$ cat src/rtl/pc_sequencer.sv
// pc_sequencer: control FSM driving the program-counter register of the
// accumulator core. Issues instruction fetches, waits for the memory
// handshake (with a fetch timeout), then spends exactly one EXEC cycle
// turning decoded control into PC increment/load strobes.
//
// Optional feature macro: CALL_STACK_EN
//   defined   -> STACK_DEPTH-entry return-address stack for call/return;
//                overflow/underflow sends the FSM to ERROR.
//   undefined -> no storage; dec_call acts as an unconditional branch and
//                dec_ret is ignored.
//
// Ports:
//   clk, reset        clock, synchronous active-high reset
//   start             leave IDLE and begin fetching
//   pc                current PC register value (return-address source)
//   instr_valid       fetch response for the outstanding request
//   dec_*             decoded control of the instruction in EXEC
//   zero              ALU zero flag (for branch-if-zero)
//   dec_target        branch/call target, zero-extended to PC_W
//   fetch_req         fetch outstanding (asserted throughout FETCH)
//   pc_inc, pc_load   PC update strobes, mutually exclusive
//   pc_target         load value, 0 whenever pc_load is low
//   halted, err       FSM parked in HALTED / ERROR
//   retired           saturating retired-instruction count
module pc_sequencer #(
  parameter int unsigned PC_W        = 7,
  parameter int unsigned TGT_W       = 6,
  parameter int unsigned TIMEOUT     = 16,
  parameter int unsigned STACK_DEPTH = 4
) (
  input  logic             clk,
  input  logic             reset,
  input  logic             start,
  input  logic [PC_W-1:0]  pc,
  input  logic             instr_valid,
  input  logic             dec_halt,
  input  logic             dec_br_zero,
  input  logic             dec_br_always,
  input  logic             dec_call,
  input  logic             dec_ret,
  input  logic             zero,
  input  logic [TGT_W-1:0] dec_target,
  output logic             fetch_req,
  output logic             pc_inc,
  output logic             pc_load,
  output logic [PC_W-1:0]  pc_target,
  output logic             halted,
  output logic             err,
  output logic [15:0]      retired
);

  localparam int unsigned CNT_W = $clog2(TIMEOUT);

  typedef enum logic [2:0] {S_IDLE, S_FETCH, S_EXEC, S_HALTED, S_ERROR} state_t;
  typedef enum logic [2:0] {A_INC, A_BRANCH, A_CALL, A_RET, A_HALT, A_FAULT} act_t;

  state_t            state, next_state;
  act_t              act;
  logic [CNT_W-1:0]  wait_cnt;
  logic [PC_W-1:0]   tgt_ext;
  logic [PC_W-1:0]   ret_target;
  logic              stack_empty;
  logic              stack_full;

  assign tgt_ext = PC_W'(dec_target);

`ifdef CALL_STACK_EN
  localparam int unsigned SP_W = $clog2(STACK_DEPTH + 1);

  logic [PC_W-1:0] stack_mem [STACK_DEPTH];
  logic [SP_W-1:0] sp;
  logic [PC_W-1:0] ret_addr;

  assign stack_empty = (sp == '0);
  assign stack_full  = (sp == SP_W'(STACK_DEPTH));
  // Return address wraps within PC_W bits (top of memory returns to 0).
  assign ret_addr    = pc + PC_W'(1);

  always_comb begin
    ret_target = '0;
    for (int unsigned i = 0; i < STACK_DEPTH; i++) begin
      if (sp == SP_W'(i + 1)) ret_target = stack_mem[i];
    end
  end

  always_ff @(posedge clk) begin
    if (reset) begin
      sp <= '0;
    end else if (state == S_EXEC) begin
      case (act)
        A_CALL: begin
          for (int unsigned i = 0; i < STACK_DEPTH; i++) begin
            if (sp == SP_W'(i)) stack_mem[i] <= ret_addr;
          end
          sp <= sp + SP_W'(1);
        end
        A_RET:   sp <= sp - SP_W'(1);
        default: ;
      endcase
    end
  end
`else
  logic unused_inputs;

  assign stack_empty   = 1'b0;
  assign stack_full    = 1'b0;
  assign ret_target    = '0;
  assign unused_inputs = ^{pc, dec_ret, stack_empty, stack_full};
`endif

  // Decode priority for the EXEC cycle: halt > ret > call > branch > inc.
  always_comb begin
    act = A_INC;
    if (dec_halt) begin
      act = A_HALT;
`ifdef CALL_STACK_EN
    end else if (dec_ret) begin
      act = stack_empty ? A_FAULT : A_RET;
    end else if (dec_call) begin
      act = stack_full ? A_FAULT : A_CALL;
`else
    end else if (dec_call) begin
      act = A_BRANCH;
`endif
    end else if (dec_br_always || (dec_br_zero && zero)) begin
      act = A_BRANCH;
    end
  end

  always_ff @(posedge clk) begin
    if (reset) state <= S_IDLE;
    else       state <= next_state;
  end

  always_comb begin
    next_state = state;
    case (state)
      S_IDLE:  if (start) next_state = S_FETCH;
      S_FETCH: begin
        if (instr_valid)                          next_state = S_EXEC;
        else if (wait_cnt == CNT_W'(TIMEOUT - 1)) next_state = S_ERROR;
      end
      S_EXEC: begin
        case (act)
          A_HALT:  next_state = S_HALTED;
          A_FAULT: next_state = S_ERROR;
          default: next_state = S_FETCH;
        endcase
      end
      S_HALTED: next_state = S_HALTED;
      S_ERROR:  next_state = S_ERROR;
      default:  next_state = S_IDLE;
    endcase
  end

  always_comb begin
    fetch_req = 1'b0;
    pc_inc    = 1'b0;
    pc_load   = 1'b0;
    pc_target = '0;
    halted    = 1'b0;
    err       = 1'b0;
    case (state)
      S_FETCH:  fetch_req = 1'b1;
      S_EXEC: begin
        case (act)
          A_INC:            pc_inc = 1'b1;
          A_BRANCH, A_CALL: begin
            pc_load   = 1'b1;
            pc_target = tgt_ext;
          end
          A_RET: begin
            pc_load   = 1'b1;
            pc_target = ret_target;
          end
          default: ;
        endcase
      end
      S_HALTED: halted = 1'b1;
      S_ERROR:  err    = 1'b1;
      default:  ;
    endcase
  end

  // Wait counter only runs while staying in FETCH, so every FETCH entry
  // starts from zero.
  always_ff @(posedge clk) begin
    if (reset) begin
      wait_cnt <= '0;
      retired  <= '0;
    end else begin
      if (state == S_FETCH && next_state == S_FETCH) wait_cnt <= wait_cnt + CNT_W'(1);
      else                                           wait_cnt <= '0;
      if (state == S_EXEC && act != A_FAULT && retired != '1) retired <= retired + 16'd1;
    end
  end

endmodule

$ cat config.mk
export PLATFORM = sky130hd
export DESIGN_NAME = pc_sequencer
export DESIGN_NICKNAME = d
export VERILOG_FILES = /design/src/rtl/pc_sequencer.sv
export SDC_FILE = /design/constraint.sdc
export NUM_CORES = 1
export LEC_CHECK = 0
export ABC_AREA = 1
export BUFFER_PORTS_ARGS = -buffer_cell sky130_fd_sc_hd__buf_2
export CORE_UTILIZATION = 53
export CTS_CLUSTER_SIZE = 12
export DETAILED_ROUTE_END_ITERATION = 10
export GPL_TIMING_DRIVEN = 0
export HOLD_SLACK_MARGIN = 0.1
export PLACE_DENSITY = 0.85
export SYNTH_ARGS = -nofsm -noshare
export SYNTH_HDL_FRONTEND = slang
export SYNTH_SLANG_ARGS = --single-unit
$ cat constraint.sdc
create_clock -name clk -period 3.2 [get_ports clk]
set_input_delay 0.64 -clock clk [delete_from_list [all_inputs] [get_ports clk]]
set_output_delay 0.64 -clock clk [all_outputs]
set_load 0.01 [all_outputs]
==> impl_metrics.prom, run 1 <==
# TYPE chip_impl_metric gauge
chip_impl_info{name="outcome",value="completed"} 1
chip_impl_metric{name="post-cts-setup-buffers",unit=""} 0
chip_impl_info{name="clock_tree.root_cell",value="sky130_fd_sc_hd__clkbuf_4"} 1
chip_impl_metric{name="proportion_of_synthesized_chip_area_in_sequential_cells",unit=""} 0.328
chip_impl_metric{name="gr-usage-all-layers",unit=""} 0.235
chip_impl_metric{name="yosysWarningCount",unit=""} 0
chip_impl_info{name="grt_setup_unrepaired",value="no"} 1
chip_impl_metric{name="timing.setup.tns",unit="ns"} 0
chip_impl_metric{name="number_of_non_filler_instances_in_the_completed_layout",unit=""} 289
chip_impl_metric{name="floorplan.die_area",unit="µm²"} 2860
chip_impl_info{name="worst_r2r_endpoint",value="retired[14]"} 1
chip_impl_info{name="critical_path.reg2reg.startpoint",value="retired[1]"} 1
chip_impl_metric{name="remaining_drc_errors",unit=""} 0
chip_impl_metric{name="synth_cell_type_count",unit=""} 27
chip_impl_info{name="min-delay-start",value="wait_cnt[0]"} 1
chip_impl_metric{name="use_met1",unit=""} 0.278
chip_impl_metric{name="antenna_found_initial",unit=""} 0
chip_impl_metric{name="critPathRequiredTime",unit="ns"} 2.56
chip_impl_metric{name="post-synth-top-area-fraction",unit=""} 0.328
chip_impl_metric{name="power_per_cell_area",unit="nW/µm²"} 297
chip_impl_metric{name="global_route_total_overflow",unit=""} 0
chip_impl_metric{name="routabilityCongestion",unit=""} 0.864
chip_impl_metric{name="max-slew-margin-rel",unit=""} 0.544
chip_impl_metric{name="clock-skew-final",unit="ns"} 0.00633
chip_impl_metric{name="die_height",unit="µm"} 53.4
chip_impl_metric{name="netlist_area",unit="µm²"} 1400
chip_impl_metric{name="place_hpwl",unit="µm"} 2250
chip_impl_info{name="gr-max-usage-layer",value="met2"} 1
chip_impl_metric{name="io-pin-count",unit=""} 51
chip_impl_metric{name="fmax",unit="MHz"} 475
chip_impl_metric{name="grt_pass1_vias",unit=""} 1252
chip_impl_metric{name="critical_path.max_stage_delay",unit="ns"} 0.32
chip_impl_metric{name="post-route-util",unit=""} 0.668
chip_impl_info{name="crit_path_top_delay_cell",value="sky130_fd_sc_hd__dfxtp_1"} 1
chip_impl_metric{name="clkSlewWorstSetupHoldPaths",unit="ns"} 0.13
chip_impl_info{name="synth_top_cell_by_area",value="sky130_fd_sc_hd__dfxtp_1"} 1
chip_impl_metric{name="drive_gt1_frac",unit=""} 0.270
chip_impl_metric{name="clock_latency",unit="ns"} 0.31
chip_impl_metric{name="core.rowCount",unit=""} 18
chip_impl_metric{name="n_fill_cell",unit=""} 234
chip_impl_metric{name="drt_wl_total",unit="µm"} 2930
chip_impl_metric{name="via_per_inst",unit=""} 4.87
chip_impl_metric{name="design.core.area",unit="µm²"} 2500
chip_impl_metric{name="design_area",unit="µm²"} 1670
chip_impl_metric{name="dr_total_vias",unit=""} 1407
chip_impl_metric{name="num_antenna_cells",unit=""} 0
chip_impl_metric{name="period_needed",unit="ns"} 2.11
chip_impl_info{name="cts_tree",value="yes"} 1
chip_impl_metric{name="max-vdd-ir-drop",unit="mV"} 0.254
chip_impl_metric{name="whs_path_depth",unit=""} 1
chip_impl_metric{name="dr.pass1.iters",unit=""} 4
chip_impl_metric{name="dpl_cell_area",unit="µm²"} 1640
chip_impl_metric{name="final_report_setup_violation_count",unit=""} 0
chip_impl_metric{name="grt_first_pass_wirelength",unit="µm"} 4950
chip_impl_metric{name="worst-r2r-setup-slack",unit="ns"} 1.52
chip_impl_metric{name="finalHoldViolCount",unit=""} 0
chip_impl_metric{name="cap_viol_max_count",unit=""} 0
chip_impl_metric{name="cts_max_level",unit=""} 1
chip_impl_metric{name="syn_avg_cell_area",unit="µm²"} 6.52
chip_impl_metric{name="crit_arrival",unit="ns"} 1.47
chip_impl_metric{name="cts_made_buffers",unit=""} 3
chip_impl_info{name="synth.area.top_cells",value="sky130_fd_sc_hd__dfxtp_1 (33%), sky130_fd_sc_hd__nand2_1 (17%), sky130_fd_sc_hd__nor2_1 (9.1%)"} 1
chip_impl_metric{name="area.growth.synth_to_final",unit="%"} 19.1
chip_impl_metric{name="die_x",unit="µm"} 53.4
chip_impl_metric{name="complex_gate_fraction_of_the_synthesized_area",unit=""} 0.122
chip_impl_metric{name="initial_core_utilization",unit=""} 0.561
chip_impl_metric{name="cts.sinks",unit=""} 23
chip_impl_metric{name="postSynthCellCount",unit=""} 215
chip_impl_metric{name="synth_mux_area_frac",unit=""} 0
chip_impl_info{name="worst_path_dominant_cell_family",value="simple AND/OR/NAND/NOR gates"} 1
chip_impl_metric{name="r2r.worst_path.cells",unit=""} 9
chip_impl_info{name="end_kind",value="output pin"} 1
chip_impl_metric{name="final_cycle_share",unit=""} 0.658
chip_impl_metric{name="detail_route.wl_per_cell",unit="µm"} 10.1
chip_impl_metric{name="post_synthesis_adder_cell_area_fraction",unit=""} 0.0178
chip_impl_metric{name="critical_path_buf_inv_count",unit=""} 2
chip_impl_metric{name="timing.critical_path.fanout_max",unit=""} 7
chip_impl_info{name="kind_of_start_point_of_the_critical_path",value="flop"} 1
chip_impl_metric{name="tightestPinTransition",unit="ns"} 0.683
chip_impl_metric{name="cts.path.max_buffers",unit=""} 2
chip_impl_info{name="worst_hold_path_type",value="flop to flop"} 1
chip_impl_info{name="dominant_combinational_cell_family_by_area_after_synthesis",value="simple AND/OR/NAND/NOR gates"} 1
chip_impl_info{name="worstHoldEndpoint",value="wait_cnt[0]"} 1
chip_impl_metric{name="groute.layer.met2.usage",unit=""} 0.423
chip_impl_metric{name="leakagePower",unit="nW"} 0.755
chip_impl_info{name="setup.worst_path.class",value="flop to output pin"} 1
chip_impl_metric{name="synth_xor_area_frac",unit=""} 0.0437
chip_impl_info{name="crit_path_cell_trace",value="inv_1 -> nand2_2 -> nor2_4 -> nand2_1 -> nor2_1 -> buf_2"} 1
chip_impl_metric{name="ctsHoldBuffers",unit=""} 0
chip_impl_metric{name="worstSetupPathDepth",unit=""} 6
chip_impl_metric{name="synth_seq_cells",unit=""} 23
chip_impl_metric{name="maxSlewViolCount",unit=""} 0
chip_impl_metric{name="drtIter0Drc",unit=""} 35
chip_impl_metric{name="dpl.cell_count",unit=""} 285
chip_impl_metric{name="synth_simple_gate_area_share",unit=""} 0.383
chip_impl_metric{name="final.hold.worst_slack",unit="ns"} 0.457
chip_impl_metric{name="grt_start_max_net_pins",unit=""} 15
chip_impl_metric{name="syn-num-nets",unit=""} 240
chip_impl_metric{name="met3_usage",unit=""} 0.0172
chip_impl_metric{name="final_nets",unit=""} 285
chip_impl_metric{name="detail_route_antenna_nets",unit=""} 0
chip_impl_metric{name="io_buffer_count",unit=""} 40
chip_impl_metric{name="cts_resized",unit=""} 0
power breakdown:
part           internal, mW  switching [mW]  total [mW]
clock network        0.0477          0.0896       0.137
logic                0.0251          0.0368      0.0619
registers             0.291         0.00645       0.298
total                 0.364           0.133       0.497
synthesized netlist by cell type (all sizes together):
library cell and n:
nand3 8, a21oi 16, xnor2 4, nand2 69, xor2 3, inv 27, ha 2, buf 5
clkinv 1, nand4 4, a31oi 2, o21ai 6, nor2 38, nand3b 1, conb 1, dfxtp 23
nor3 5
per-layer routing:
| metal | routed length (µm) | vias up |
|---|---|---|
| met5 | 0 | - |
| met4 | 44 | 0 |
| met3 | 163 | 5 |
| met2 | 1320 | 46 |
| met1 | 1400 | 602 |
| li1 | - | 754 |
metrics by stage:
step | power [mW] | setup slack (ns)
finish | 0.497 | 1.09
CTS | 0.501 | 1.07
detailed placement | 0.366 | 1.19
floorplan | 0.344 | 1.42
global route | 0.523 | 0.910
global placement | 0.365 | 1.25
flip-flops by register name (all words and copies together), names as in the netlist:
name and count:
state 3, wait_cnt 4, retired 16
final cells by class:
| class | instances | area [µm²] | share of cell area |
|---|---|---|---|
| repair buffers | 40 | 200 | 0.120 |
| inverters | 28 | 105 | 0.0629 |
| well taps | 30 | 37.5 | 0.0225 |
| multi-input cells | 159 | 798 | 0.478 |
| clock buffers | 3 | 22.5 | 0.0135 |
| clock inverters | 1 | 7.51 | 0.00449 |
| flip-flops and latches | 23 | 460 | 0.276 |
| plain buffers | 5 | 38.8 | 0.0232 |
layout by cell type, fill, tap and decap left out, drive strengths merged, types with 4 or more instances in the layout:
master,count
nor3,5
inv,27
xnor2,4
buf,45
nand3,8
nor2,38
nand2,69
nand4,4
o21ai,6
a21oi,16
dfxtp,23
logic make-up after synthesis:
logic type	after synthesis
DFF	23
other	1
adders and majority gates	2
AOI/OAI and AO/OA	24
xor gates and xnor gates	7
and+or+nand+nor	125
buffers and inverters	33
how the worst max path moves through the flow:
stage                        from           end
floorplan                dec_call  pc_target[0]
global placement    dec_br_always  pc_target[5]
detailed placement  dec_br_always  pc_target[1]
CTS                      state[2]  pc_target[1]
global route             state[2]  pc_target[3]
finish                   state[2]  pc_target[3]
Power figures use the tool's default switching activity.
==> run 2: changes to the inputs <==
--- a/config.mk
+++ b/config.mk
@@ -7,12 +7,12 @@
 export LEC_CHECK = 0
 export ABC_AREA = 1
 export BUFFER_PORTS_ARGS = -buffer_cell sky130_fd_sc_hd__buf_2
-export CORE_UTILIZATION = 53
+export CORE_UTILIZATION = 49
 export CTS_CLUSTER_SIZE = 12
 export DETAILED_ROUTE_END_ITERATION = 10
 export GPL_TIMING_DRIVEN = 0
 export HOLD_SLACK_MARGIN = 0.1
-export PLACE_DENSITY = 0.85
+export PLACE_DENSITY = 0.79
 export SYNTH_ARGS = -nofsm -noshare
 export SYNTH_HDL_FRONTEND = slang
 export SYNTH_SLANG_ARGS = --single-unit
==> constraint.sdc (replaced) <==
create_clock -name clk -period 2 [get_ports clk]
set_input_delay 0.4 -clock clk [delete_from_list [all_inputs] [get_ports clk]]
set_output_delay 0.4 -clock clk [all_outputs]
set_load 0.01 [all_outputs]
==> impl_metrics.prom, run 2 (same netlist as run 1, synthesis figures left out) <==
# TYPE chip_impl_metric gauge
chip_impl_info{name="outcome",value="completed"} 1
chip_impl_metric{name="cts.path.max_buffers",unit=""} 2
chip_impl_metric{name="cts_max_level",unit=""} 1
chip_impl_info{name="end_kind",value="output pin"} 1
chip_impl_info{name="setup.worst_path.class",value="flop to output pin"} 1
chip_impl_metric{name="final_nets",unit=""} 285
chip_impl_metric{name="die_height",unit="µm"} 55.5
chip_impl_info{name="worstSetupEndpoint",value="pc_target[4]"} 1
chip_impl_metric{name="cap_viol_max_count",unit=""} 0
chip_impl_info{name="cts_tree",value="yes"} 1
chip_impl_metric{name="finalHoldViolCount",unit=""} 0
chip_impl_metric{name="remaining_drc_errors",unit=""} 0
chip_impl_metric{name="final.setup.worst_slack",unit="ns"} 0.184
chip_impl_info{name="grt_setup_unrepaired",value="no"} 1
chip_impl_metric{name="final_report_setup_violation_count",unit=""} 0
chip_impl_metric{name="initial_core_utilization",unit=""} 0.513
chip_impl_metric{name="grt_pass1_vias",unit=""} 1262
chip_impl_info{name="top_register",value="retired"} 1
chip_impl_metric{name="die_x",unit="µm"} 55.5
chip_impl_metric{name="grt_start_max_net_pins",unit=""} 14
chip_impl_info{name="crit_path_cell_trace",value="inv_1 -> nand2_2 -> nor2_4 -> nand2_2 -> nor2_1 -> buf_2"} 1
chip_impl_metric{name="use_met1",unit=""} 0.267
chip_impl_info{name="critical_path.reg2reg.startpoint",value="retired[0]"} 1
chip_impl_info{name="clock_tree.root_cell",value="sky130_fd_sc_hd__clkbuf_4"} 1
chip_impl_metric{name="design_area",unit="µm²"} 1670
chip_impl_metric{name="number_of_non_filler_instances_in_the_completed_layout",unit=""} 290
chip_impl_metric{name="clkSlewWorstSetupHoldPaths",unit="ns"} 0.13
chip_impl_metric{name="area.growth.synth_to_final",unit="%"} 19.2
chip_impl_metric{name="io_buffer_count",unit=""} 40
chip_impl_metric{name="routabilityCongestion",unit=""} 0.827
chip_impl_metric{name="leakagePower",unit="nW"} 0.760
chip_impl_info{name="worst_r2r_endpoint",value="retired[13]"} 1
chip_impl_metric{name="design.core.area",unit="µm²"} 2730
chip_impl_metric{name="cts.sinks",unit=""} 23
chip_impl_metric{name="max-slew-margin-rel",unit=""} 0.543
chip_impl_metric{name="tightestPinTransition",unit="ns"} 0.685
chip_impl_metric{name="final_cycle_share",unit=""} 0.908
chip_impl_metric{name="critical_path.max_stage_delay",unit="ns"} 0.32
chip_impl_metric{name="dpl_cell_area",unit="µm²"} 1640
chip_impl_metric{name="clock-skew-final",unit="ns"} 0.00407
chip_impl_metric{name="grt_first_pass_wirelength",unit="µm"} 5330
chip_impl_metric{name="gr-usage-all-layers",unit=""} 0.211
chip_impl_info{name="setup.worst_path.start",value="state[2]"} 1
chip_impl_info{name="worst_hold_path_type",value="input pin to flop"} 1
chip_impl_metric{name="fmax",unit="MHz"} 551
chip_impl_metric{name="dr.pass1.iters",unit=""} 4
chip_impl_metric{name="groute.layer.met2.usage",unit=""} 0.372
chip_impl_metric{name="max-vdd-ir-drop",unit="mV"} 0.304
chip_impl_info{name="critPathMostFrequentCell",value="sky130_fd_sc_hd__nand2_2"} 1
chip_impl_metric{name="drtIter0Drc",unit=""} 41
chip_impl_metric{name="crit_arrival",unit="ns"} 1.42
chip_impl_metric{name="cts_made_buffers",unit=""} 3
chip_impl_metric{name="worst-r2r-setup-slack",unit="ns"} 0.33
chip_impl_info{name="crit_path_top_delay_cell",value="sky130_fd_sc_hd__dfxtp_1"} 1
chip_impl_metric{name="post-cts-setup-buffers",unit=""} 0
chip_impl_metric{name="antenna_found_initial",unit=""} 0
chip_impl_info{name="mostFrequentLayoutCell",value="sky130_fd_sc_hd__nand2_1"} 1
chip_impl_metric{name="global_route_total_overflow",unit=""} 0
chip_impl_metric{name="detail_route.wl_per_cell",unit="µm"} 10.4
chip_impl_metric{name="drive_gt1_frac",unit=""} 0.274
chip_impl_metric{name="dpl.cell_count",unit=""} 286
chip_impl_metric{name="largest_register_ffs",unit=""} 16
chip_impl_metric{name="dr_total_vias",unit=""} 1436
chip_impl_metric{name="maxSlewViolCount",unit=""} 0
chip_impl_metric{name="timing.setup.tns",unit="ns"} 0
chip_impl_metric{name="via_per_inst",unit=""} 4.95
chip_impl_metric{name="clock_latency",unit="ns"} 0.31
chip_impl_metric{name="place_hpwl",unit="µm"} 2270
chip_impl_info{name="gr-max-usage-layer",value="met2"} 1
chip_impl_metric{name="floorplan.die_area",unit="µm²"} 3080
chip_impl_metric{name="r2r.worst_path.cells",unit=""} 9
chip_impl_metric{name="met3_usage",unit=""} 0.0281
chip_impl_info{name="kind_of_start_point_of_the_critical_path",value="flop"} 1
chip_impl_metric{name="timing.critical_path.fanout_max",unit=""} 7
chip_impl_metric{name="drt_wl_total",unit="µm"} 3000
chip_impl_metric{name="critPathRequiredTime",unit="ns"} 1.60
chip_impl_metric{name="post-route-util",unit=""} 0.611
chip_impl_metric{name="placement.setup.worst_slack",unit="ns"} 0.359
chip_impl_metric{name="num_antenna_cells",unit=""} 0
chip_impl_metric{name="core.rowCount",unit=""} 19
chip_impl_info{name="final_cell_mix",value="sky130_fd_sc_hd__nand2_1 (63), sky130_fd_sc_hd__buf_2 (41), sky130_fd_sc_hd__nor2_1 (34)"} 1
chip_impl_metric{name="power_per_cell_area",unit="nW/µm²"} 477
chip_impl_metric{name="io-pin-count",unit=""} 51
chip_impl_metric{name="detail_route_antenna_nets",unit=""} 0
chip_impl_info{name="reg.largest.list",value="retired x16, wait_cnt x4, state x3"} 1
chip_impl_metric{name="period_needed",unit="ns"} 1.82
[run 2: changes by cell type in the layout (fill, tap and decap cells not counted), sizes merged]
cell	change
clkinv	+1
clkinvlp	-1
[run 2: layout make-up]
class | count | area (µm²)
Fill cell | 257 | 1060
Multi-Input combinational cell | 159 | 801
Sequential cell | 23 | 460
Timing Repair Buffer | 40 | 200
Inverter | 28 | 105
Buffer | 5 | 38.8
Tap cell | 31 | 38.8
Clock buffer | 3 | 22.5
Clock inverter | 1 | 5.00
[run 2: stage by stage]
step,hold slack (ns),power [mW]
after CTS,0.341,0.802
after floorplan,0.418,0.550
final,0.340,0.797
after detailed placement,0.445,0.586
after global placement,0.432,0.584
after global routing,0.342,0.828
[run 2: metal layers]
metal / up-vias / routed length (µm)
li1: 755 / -
met1: 630 / 1440
met2: 46 / 1360
met3: 5 / 169
met4: 0 / 32
met5: - / 0
[run 2: power breakdown]
group	internal, mW	total, mW	switching (mW)
clock network	0.0748	0.221	0.146
logic	0.0405	0.0995	0.0590
registers	0.466	0.476	0.0104
[run 2: worst min path at each step]
stage               slack, ns         from  cells after the start     endpoint
floorplan                0.42  wait_cnt[0]                      1  wait_cnt[0]
global placement         0.43  wait_cnt[0]                      1  wait_cnt[0]
detailed placement       0.44  wait_cnt[0]                      1  wait_cnt[0]
CTS                      0.34        start                      3     state[0]
global route             0.34        start                      3     state[0]
finish                   0.34  instr_valid                      3     state[1]
[run 2: worst max-delay path, delay by kind of cell, from the launching register on]
| kind | cells | cell delay [ns] |
|---|---|---|
| flops | 1 | 0.32 |
| simple gates | 4 | 0.51 |
| buf+inv | 2 | 0.26 |
[run 2: what timing repair did]
item | in CTS | in global routing
gates resized for setup | 0 | 1
setup endpoints to repair | 0 | 5
hold buffers | 0 | 0
==> run 3: changes to the inputs <==
--- a/config.mk
+++ b/config.mk
@@ -7,6 +7,7 @@
 export LEC_CHECK = 0
 export ABC_AREA = 1
 export BUFFER_PORTS_ARGS = -buffer_cell sky130_fd_sc_hd__buf_2
+export CAP_MARGIN = 0
 export CORE_UTILIZATION = 49
 export CTS_CLUSTER_SIZE = 12
 export DETAILED_ROUTE_END_ITERATION = 10
==> constraint.sdc (replaced) <==
create_clock -name clk -period 1.72 [get_ports clk]
set_input_delay 0.344 -clock clk [delete_from_list [all_inputs] [get_ports clk]]
set_output_delay 0.344 -clock clk [all_outputs]
set_load 0.01 [all_outputs]
==> impl_metrics.prom, run 3 (same netlist as run 1, synthesis figures left out) <==
# TYPE chip_impl_metric gauge
chip_impl_metric{name="remaining_drc_errors",unit=""} 0
chip_impl_metric{name="tightestPinTransition",unit="ns"} 0.693
chip_impl_metric{name="met3_usage",unit=""} 0.0258
chip_impl_metric{name="design_area",unit="µm²"} 1720
chip_impl_metric{name="final.setup.worst_slack",unit="ns"} 0.113
chip_impl_metric{name="clock_power_share",unit=""} 0.273
chip_impl_metric{name="detail_route_antenna_nets",unit=""} 0
chip_impl_metric{name="power_frac_comb",unit=""} 0.133
chip_impl_metric{name="largest_register_ffs",unit=""} 16
chip_impl_metric{name="period_needed",unit="ns"} 1.61
chip_impl_info{name="top_register",value="retired"} 1
chip_impl_metric{name="worstSetupPathDepth",unit=""} 6
chip_impl_metric{name="power_per_cell_area",unit="nW/µm²"} 542
chip_impl_metric{name="drt_wl_total",unit="µm"} 3080
chip_impl_metric{name="critical_path_buf_inv_count",unit=""} 2
chip_impl_metric{name="dpl_cell_area",unit="µm²"} 1640
chip_impl_metric{name="cap_viol_max_count",unit=""} 0
chip_impl_metric{name="global_route_total_overflow",unit=""} 0
chip_impl_metric{name="groute.layer.met2.usage",unit=""} 0.375
chip_impl_metric{name="detail_route.wl_per_cell",unit="µm"} 10.5
chip_impl_metric{name="placement.setup.worst_slack",unit="ns"} 0.0786
chip_impl_metric{name="use_met1",unit=""} 0.270
chip_impl_info{name="setup.worst_path.class",value="flop to output pin"} 1
chip_impl_metric{name="final_cycle_share",unit=""} 0.934
chip_impl_metric{name="r2r.worst_path.cells",unit=""} 8
chip_impl_metric{name="max-slew-margin-rel",unit=""} 0.538
chip_impl_info{name="crit_path_top_delay_cell",value="sky130_fd_sc_hd__dfxtp_1"} 1
chip_impl_metric{name="leakagePower",unit="nW"} 0.787
chip_impl_metric{name="timing.critical_path.fanout_max",unit=""} 7
chip_impl_metric{name="ctsHoldBuffers",unit=""} 0
chip_impl_metric{name="sequentialPowerShare",unit=""} 0.595
chip_impl_metric{name="cts_made_buffers",unit=""} 3
chip_impl_info{name="worst_path_dominant_cell_family",value="simple AND/OR/NAND/NOR gates"} 1
chip_impl_metric{name="gr-usage-all-layers",unit=""} 0.213
chip_impl_metric{name="dr_total_vias",unit=""} 1432
chip_impl_metric{name="num_antenna_cells",unit=""} 0
chip_impl_metric{name="netSwitchingFraction",unit=""} 0.270
chip_impl_info{name="gr-max-usage-layer",value="met2"} 1
chip_impl_info{name="worst_hold_path_type",value="input pin to flop"} 1
chip_impl_metric{name="p_int",unit="µW"} 681
chip_impl_info{name="mostFrequentLayoutCell",value="sky130_fd_sc_hd__nand2_1"} 1
chip_impl_metric{name="final_report_setup_violation_count",unit=""} 0
chip_impl_metric{name="dr.pass1.iters",unit=""} 4
chip_impl_info{name="critical_path.reg2reg.startpoint",value="retired[0]"} 1
chip_impl_metric{name="clock_latency",unit="ns"} 0.31
chip_impl_info{name="final_cell_mix",value="sky130_fd_sc_hd__nand2_1 (63), sky130_fd_sc_hd__buf_2 (41), sky130_fd_sc_hd__nor2_1 (33)"} 1
chip_impl_metric{name="final_nets",unit=""} 289
chip_impl_metric{name="max-vdd-ir-drop",unit="mV"} 0.352
chip_impl_metric{name="design.core.area",unit="µm²"} 2730
chip_impl_metric{name="area.growth.synth_to_final",unit="%"} 22.7
chip_impl_metric{name="switchingPower",unit="µW"} 252
chip_impl_metric{name="drive_gt1_frac",unit=""} 0.312
chip_impl_metric{name="number_of_non_filler_instances_in_the_completed_layout",unit=""} 294
chip_impl_metric{name="grt_pass1_vias",unit=""} 1265
chip_impl_info{name="outcome",value="completed"} 1
chip_impl_metric{name="io-pin-count",unit=""} 51
chip_impl_metric{name="cts_max_level",unit=""} 1
chip_impl_metric{name="place_hpwl",unit="µm"} 2270
chip_impl_metric{name="drtIter0Drc",unit=""} 42
chip_impl_metric{name="core.rowCount",unit=""} 19
chip_impl_metric{name="dpl.cell_count",unit=""} 286
chip_impl_info{name="clock_tree.root_cell",value="sky130_fd_sc_hd__clkbuf_4"} 1
chip_impl_info{name="worstSetupEndpoint",value="pc_target[4]"} 1
chip_impl_info{name="cts_tree",value="yes"} 1
chip_impl_metric{name="maxSlewViolCount",unit=""} 0
chip_impl_metric{name="cts.path.max_buffers",unit=""} 2
chip_impl_metric{name="floorplan.die_area",unit="µm²"} 3080
chip_impl_metric{name="crit_arrival",unit="ns"} 1.26
chip_impl_metric{name="fmax",unit="MHz"} 622
chip_impl_info{name="reg.largest.list",value="retired x16, wait_cnt x4, state x3"} 1
chip_impl_info{name="setup.worst_path.start",value="state[2]"} 1
chip_impl_info{name="kind_of_start_point_of_the_critical_path",value="flop"} 1
chip_impl_info{name="end_kind",value="output pin"} 1
chip_impl_metric{name="die_height",unit="µm"} 55.5
chip_impl_metric{name="critPathRequiredTime",unit="ns"} 1.38
chip_impl_metric{name="routabilityCongestion",unit=""} 0.827
chip_impl_metric{name="clkSlewWorstSetupHoldPaths",unit="ns"} 0.13
chip_impl_metric{name="initial_core_utilization",unit=""} 0.513
chip_impl_metric{name="cts.sinks",unit=""} 23
chip_impl_metric{name="finalHoldViolCount",unit=""} 0
chip_impl_metric{name="antenna_found_initial",unit=""} 0
chip_impl_metric{name="io_buffer_count",unit=""} 40
chip_impl_metric{name="die_x",unit="µm"} 55.5
chip_impl_metric{name="grt_start_max_net_pins",unit=""} 14
chip_impl_info{name="crit_path_cell_trace",value="inv_2 -> nand2_2 -> nor2_4 -> nand2_4 -> nor2_1 -> buf_2"} 1
chip_impl_metric{name="final.hold.worst_slack",unit="ns"} 0.282
chip_impl_metric{name="critical_path.max_stage_delay",unit="ns"} 0.33
chip_impl_info{name="worst_r2r_endpoint",value="retired[6]"} 1
chip_impl_metric{name="worst-r2r-setup-slack",unit="ns"} 0.14
chip_impl_metric{name="clock-skew-final",unit="ns"} 0.00225
chip_impl_metric{name="grt_first_pass_wirelength",unit="µm"} 5370
chip_impl_metric{name="via_per_inst",unit=""} 4.87
-- run 3: worst min-delay path: stages --
cell	delay [ns]
sky130_fd_sc_hd__buf_2	0.11
sky130_fd_sc_hd__nand2_1	0.06
sky130_fd_sc_hd__a21oi_1	0.05
-- run 3: area by class of cell --
class	count	area (µm²)
tap	31	38.8
clock buffer	3	22.5
timing repair buffer	44	230
fill	255	1010
buffer	5	38.8
inverter	28	105
clock inverter	1	5.00
multi-input combinational	159	816
sequential	23	464
-- run 3: metrics by stage --
step | setup TNS [ns] | total power [mW] | utilization
finish | 0 | 0.933 | 0.629
global route | -0.0271 | 0.973 | 0.629
detailed placement | 0 | 0.681 | 0.600
floorplan | 0 | 0.640 | -
CTS | 0 | 0.937 | 0.617
global placement | 0 | 0.679 | 0.600
-- run 3: what timing repair did --
| action | CTS | global route |
|---|---|---|
| buffers inserted | 2 | 2 |
| pin swaps | 1 | 1 |
| endpoints found under the setup margin | 8 | 23 |
| resized for setup | 2 | 7 |
-- run 3: how the worst min path moves through the flow --
stage	from	end	slack, ns	cells after the start
final	instr_valid	state[1]	0.28	3
after global routing	start	state[0]	0.29	3
after CTS	start	state[0]	0.29	3
after detailed placement	wait_cnt[0]	wait_cnt[0]	0.44	1
after global placement	wait_cnt[0]	wait_cnt[0]	0.43	1
after floorplan	wait_cnt[0]	wait_cnt[0]	0.42	1
-- run 3: power by group through the flow --
| stage | sequential (mW) | clock, mW | combinational, mW |
|---|---|---|---|
| global route | 0.558 | 0.277 | 0.139 |
| global placement | 0.565 | 0 | 0.114 |
| finish | 0.555 | 0.254 | 0.124 |
| floorplan | 0.565 | 0 | 0.0745 |
| detailed placement | 0.566 | 0 | 0.116 |
| CTS | 0.554 | 0.262 | 0.122 |
-- run 3: per-layer routing --
metal	vias to the layer above	wire length [µm]
met1	632	1450
li1	757	-
met3	4	159
met5	-	0
met2	39	1440
met4	0	28
